**src/rtl/serial_adder_pkg.sv**
```systemverilog
// serial_adder_pkg
//   Shared types for the bit-serial adder.
//   sa_state_t : controller state encoding (IDLE, SHIFT, DONE).
package serial_adder_pkg;

    typedef enum logic [1:0] {
        IDLE  = 2'd0,
        SHIFT = 2'd1,
        DONE  = 2'd2
    } sa_state_t;

endpackage

```
**src/rtl/full_adder.sv**
```systemverilog
// full_adder
//   Single-bit combinational full adder cell.
//   a, b  : addend bits
//   c     : carry-in
//   sum   : a ^ b ^ c
//   carry : majority(a, b, c)
module full_adder (
    input  logic a,
    input  logic b,
    input  logic c,
    output logic sum,
    output logic carry
);

    assign sum   = a ^ b ^ c;
    assign carry = (a & b) | (a & c) | (b & c);

endmodule

```
**src/rtl/serial_adder.sv**
```systemverilog
// serial_adder
//   Bit-serial adder: reuses one full_adder to add two WIDTH-bit operands,
//   one bit per clock, LSB first.
//   clk    : clock, all state on rising edge
//   rst_n  : synchronous active-low reset
//   start  : request an addition, sampled only in IDLE
//   a, b   : operands, captured on the accepted start
//   cin    : carry-in, captured on the accepted start
//   busy   : high in SHIFT or DONE
//   done   : one-cycle pulse, sum/cout final
//   sum    : result, held until the next accepted start
//   cout   : final carry-out, held with sum
module serial_adder
    import serial_adder_pkg::*;
#(
    parameter int unsigned WIDTH = 8
) (
    input  logic             clk,
    input  logic             rst_n,
    input  logic             start,
    input  logic [WIDTH-1:0] a,
    input  logic [WIDTH-1:0] b,
    input  logic             cin,
    output logic             busy,
    output logic             done,
    output logic [WIDTH-1:0] sum,
    output logic             cout
);

    localparam int unsigned CW = $clog2(WIDTH + 1);
    localparam logic [CW-1:0] LAST = CW'(WIDTH - 1);

    sa_state_t        state_q, state_d;
    logic [WIDTH-1:0] sa_q, sa_d;
    logic [WIDTH-1:0] sb_q, sb_d;
    logic [WIDTH-1:0] sum_q, sum_d;
    logic             carry_q, carry_d;
    logic             cout_q, cout_d;
    logic [CW-1:0]    cnt_q, cnt_d;

    logic fa_sum;
    logic fa_carry;

    full_adder u_full_adder (
        .a     (sa_q[0]),
        .b     (sb_q[0]),
        .c     (carry_q),
        .sum   (fa_sum),
        .carry (fa_carry)
    );

    always_comb begin
        state_d = state_q;
        sa_d    = sa_q;
        sb_d    = sb_q;
        sum_d   = sum_q;
        carry_d = carry_q;
        cout_d  = cout_q;
        cnt_d   = cnt_q;

        unique case (state_q)
            IDLE: begin
                if (start) begin
                    state_d = SHIFT;
                    sa_d    = a;
                    sb_d    = b;
                    carry_d = cin;
                    cnt_d   = '0;
                    sum_d   = '0;
                    cout_d  = 1'b0;
                end
            end
            SHIFT: begin
                // Result enters at the MSB so bit 0 lands at position 0
                // after WIDTH shifts.
                sum_d            = sum_q >> 1;
                sum_d[WIDTH-1]   = fa_sum;
                sa_d             = sa_q >> 1;
                sb_d             = sb_q >> 1;
                carry_d          = fa_carry;
                cnt_d            = cnt_q + 1'b1;
                if (cnt_q == LAST) begin
                    state_d = DONE;
                    cout_d  = fa_carry;
                end
            end
            DONE: begin
                state_d = IDLE;
            end
            default: begin
                state_d = IDLE;
            end
        endcase
    end

    always_ff @(posedge clk) begin
        if (!rst_n) begin
            state_q <= IDLE;
            sa_q    <= '0;
            sb_q    <= '0;
            sum_q   <= '0;
            carry_q <= 1'b0;
            cout_q  <= 1'b0;
            cnt_q   <= '0;
        end else begin
            state_q <= state_d;
            sa_q    <= sa_d;
            sb_q    <= sb_d;
            sum_q   <= sum_d;
            carry_q <= carry_d;
            cout_q  <= cout_d;
            cnt_q   <= cnt_d;
        end
    end

    assign busy = (state_q != IDLE);
    assign done = (state_q == DONE);
    assign sum  = sum_q;
    assign cout = cout_q;

endmodule

```
**config.mk**
```make
export PLATFORM = sky130hd
export DESIGN_NAME = serial_adder
export DESIGN_NICKNAME = d
export VERILOG_FILES = /design/src/rtl/serial_adder_pkg.sv /design/src/rtl/full_adder.sv /design/src/rtl/serial_adder.sv
export SDC_FILE = /design/constraint.sdc
export NUM_CORES = 1
export LEC_CHECK = 0
export CAP_MARGIN = 30
export CELL_PAD_IN_SITES_DETAIL_PLACEMENT = 1
export CELL_PAD_IN_SITES_GLOBAL_PLACEMENT = 2
export CORE_ASPECT_RATIO = 0.9
export CORE_UTILIZATION = 32
export CTS_CLUSTER_SIZE = 28
export DETAILED_ROUTE_END_ITERATION = 10
export GPL_ROUTABILITY_DRIVEN = 0
export GPL_TIMING_DRIVEN = 0
export PLACE_DENSITY_LB_ADDON = 0.08
export SETUP_SLACK_MARGIN = 0.2
export SKIP_CTS_REPAIR_TIMING = 1
export SYNTH_ARGS = -nofsm -noshare
export SYNTH_HDL_FRONTEND = slang
export SYNTH_SLANG_ARGS = --single-unit
```
**constraint.sdc**
```tcl
create_clock -name clk -period 2.5 [get_ports clk]
set_input_delay 0.5 -clock clk [delete_from_list [all_inputs] [get_ports clk]]
set_output_delay 0.5 -clock clk [all_outputs]
set_load 0.1 [all_outputs]
```
==> results.json <==
{
  "crit_type": "flip-flop to output port",
  "synthCells": 158,
  "path_cells": "buf_4 -> clkbuf_1 -> nor2b_2 -> clkbuf_2",
  "synth_area_sq_mm": 0.00147,
  "powerDensity_mw_per_mm2": 656,
  "crit_arrival_ns": 1.87,
  "layout_commonest_cell": "dfxtp_1",
  "final_nets": 215,
  "max_slew.worst_pin.slew_ns": 0.977,
  "most-common-layout-cells": "32 x dfxtp_1, 27 x nor2_1, 17 x clkdlybuf4s50_1, 15 x nor2b_1, 15 x a21oi_1",
  "avgViaCountPerCell": 4.95,
  "crit_required_ns": 2.00,
  "switchingPower_mw": 0.311,
  "status": "finished clean",
  "clock_sinks": 32,
  "drc": 0,
  "die_h_um": 66.4,
  "clockRootBuffer": "clkbuf_8",
  "synth_top_area_frac": 0.435,
  "swShare": 0.241,
  "port_buffers": 28,
  "seq_power_share": 0.428,
  "antenna_found_initial": 0,
  "final_area_sq_mm": 0.00197,
  "max_stage_delay_ns": 0.46,
  "overflow": 0,
  "max_slew_margin": 0.348,
  "ir_drop_mv": 0.268,
  "grt_pass1_wl_um": 6110,
  "core-area_sq_mm": 0.00443,
  "synthTopCellsByArea": "dfxtp_1 43%, o221a_1 7.6%, nor2_1 6.9%",
  "diodes": 0,
  "clk_latency_ns": 0.28,
  "syn_avg_cell_area_sq_um": 9.33,
  "ys_ff_latch": 32,
  "place_ws_ns": -0.248,
  "period_share": 0.947,
  "h-tree-depth": 2,
  "rsz0062_at_grt": "yes",
  "whs_ns": 0.507,
  "firstDrtPassIters": 4,
  "initial_core_util": 0.333,
  "yosysWarnings": 0,
  "setup_violations": 0,
  "intPower_mw": 0.982,
  "cp-start-kind": "flip-flop",
  "grt_util_all_layers": 0.169,
  "max_clock_freq_mhz": 423,
  "route.vias.total": 1268,
  "fin_crit_ns": 2.37,
  "pwr-share-clk": 0.419,
  "detail-route-antenna-nets": 0,
  "final_cells": 256,
  "drive_gt1_frac": 0.149,
  "end_kind": "output port",
  "syn_nets": 180,
  "numCtsBuffers": 5,
  "routed_wl_um": 3760,
  "first_iter_violations": 66,
  "fp.dieW_um": 73.5,
  "p_leak_nw": 0.930,
  "fin_skew_ns": 0.00460,
  "critPathMaxFanout": 10,
  "cts.path.max_buffers": 2,
  "dieArea_sq_mm": 0.00488,
  "synth_cell_types": 33,
  "grt_pass1_vias": 1262,
  "slowest_stage": "clkbuf_2",
  "routedWlPerCell_um": 14.7,
  "clk_pin_slew_ns": 0.07,
  "syn_to_final_growth_pct": 33.9,
  "cts_tree": "yes",
  "dpl.hpwl_um": 2690,
  "dp_cells": 248,
  "total_power_mw": 1.29,
  "hp-class": "flip-flop to flip-flop",
  "grt_max_degree": 11,
  "maxCapViolations": 0,
  "synth.yosys.seq_area_share": 0.435,
  "synth_top_area_cell": "dfxtp_1",
  "row_count": 23,
  "setup_ws_ns": 0.133,
  "comb_power_share": 0.152,
  "dpl_cell_area_sq_mm": 0.00183,
  "slew_violations": 0,
  "boundaryPins": 31,
  "ys_dominant_reg_cell": "dfxtp_1",
  "synthArstFlopShare": 0,
  "synth_edf_count": 0,
  "timing_hold_violations_final": 0
}
-- state kept, by name, summed over array words and instances, names as in the netlist --
name / flops
state_q: 2
cnt_q: 4
cout: 1
sb_q: 8
carry_q: 1
sum: 8
sa_q: 8
-- metal layers --
metal | part of all wire | global-route usage
met5 | 0 | 0
met2 | 0.46 | 0.258
met3 | 0.039 | 0.0412
met1 | 0.49 | 0.229
met4 | 0.011 | 0.0649
-- final timing paths --
check,from,cells after the start,to,slack [ns]
worst max-delay path,state_q[1],4,done,0.13
worst min-delay path,carry_q,2,carry_q,0.51
worst max register to register,carry_q,4,carry_q,1.17
worst min register to register,carry_q,2,carry_q,0.51
-- worst max-delay path, delay by kind of cell (launching register included) --
family / cells / cell delay (ns)
flip-flops: 1 / 0.33
AND/OR/NAND/NOR: 1 / 0.22
buffers and inverters: 3 / 1.03
-- power by group through the flow --
stage	sequential (mW)	clock (mW)	combinational (mW)
5_1_grt	0.556	0.576	0.216
6_report	0.554	0.543	0.197
3_3_place_gp	0.564	0	0.196
2_1_floorplan	0.573	0	0.124
3_5_place_dp	0.565	0	0.200
4_1_cts	0.554	0.553	0.202
-- cells in the mapped netlist (2+ instances only) --
master    count
clkbuf_1      4
a21oi_1      15
buf_4         2
nor2_1       27
a22oi_1       8
buf_6         4
nor2b_1      16
a32oi_1       2
dfxtp_1      32
buf_2         5
nand3_1       4
o221a_1      10
nand2_1       2
inv_1         5
o221a_2       4
-- cells by family (layout without fill, tap and decap cells) --
logic type | Yosys count | after routing | synth area share
fa+ha+maj | 2 | 2 | 0.0221
simple gates | 55 | 55 | 0.188
compound gates | 48 | 48 | 0.267
buf+inv | 20 | 56 | 0.0806
mux | 1 | 1 | 0.00679
flops | 32 | 32 | 0.435
-- area by class of cell --
type / count / area (sq um)
Buffer: 15 / 100
Clock buffer: 7 / 96.3
Clock inverter: 1 / 30.0
Fill cell: 533 / 2460
Inverter: 5 / 18.8
Multi-Input combinational cell: 106 / 717
Sequential cell: 32 / 641
Tap cell: 62 / 77.6
Timing Repair Buffer: 28 / 293
-- through the flow --
stage	TNS, ns	util
after global routing	0	0.445
final	0	0.445
after detailed placement	-0.280	0.414
after CTS	-0.907	0.442
after global placement	-0.209	0.414
after floorplan	0	-
(Power assumes the default switching activity.)
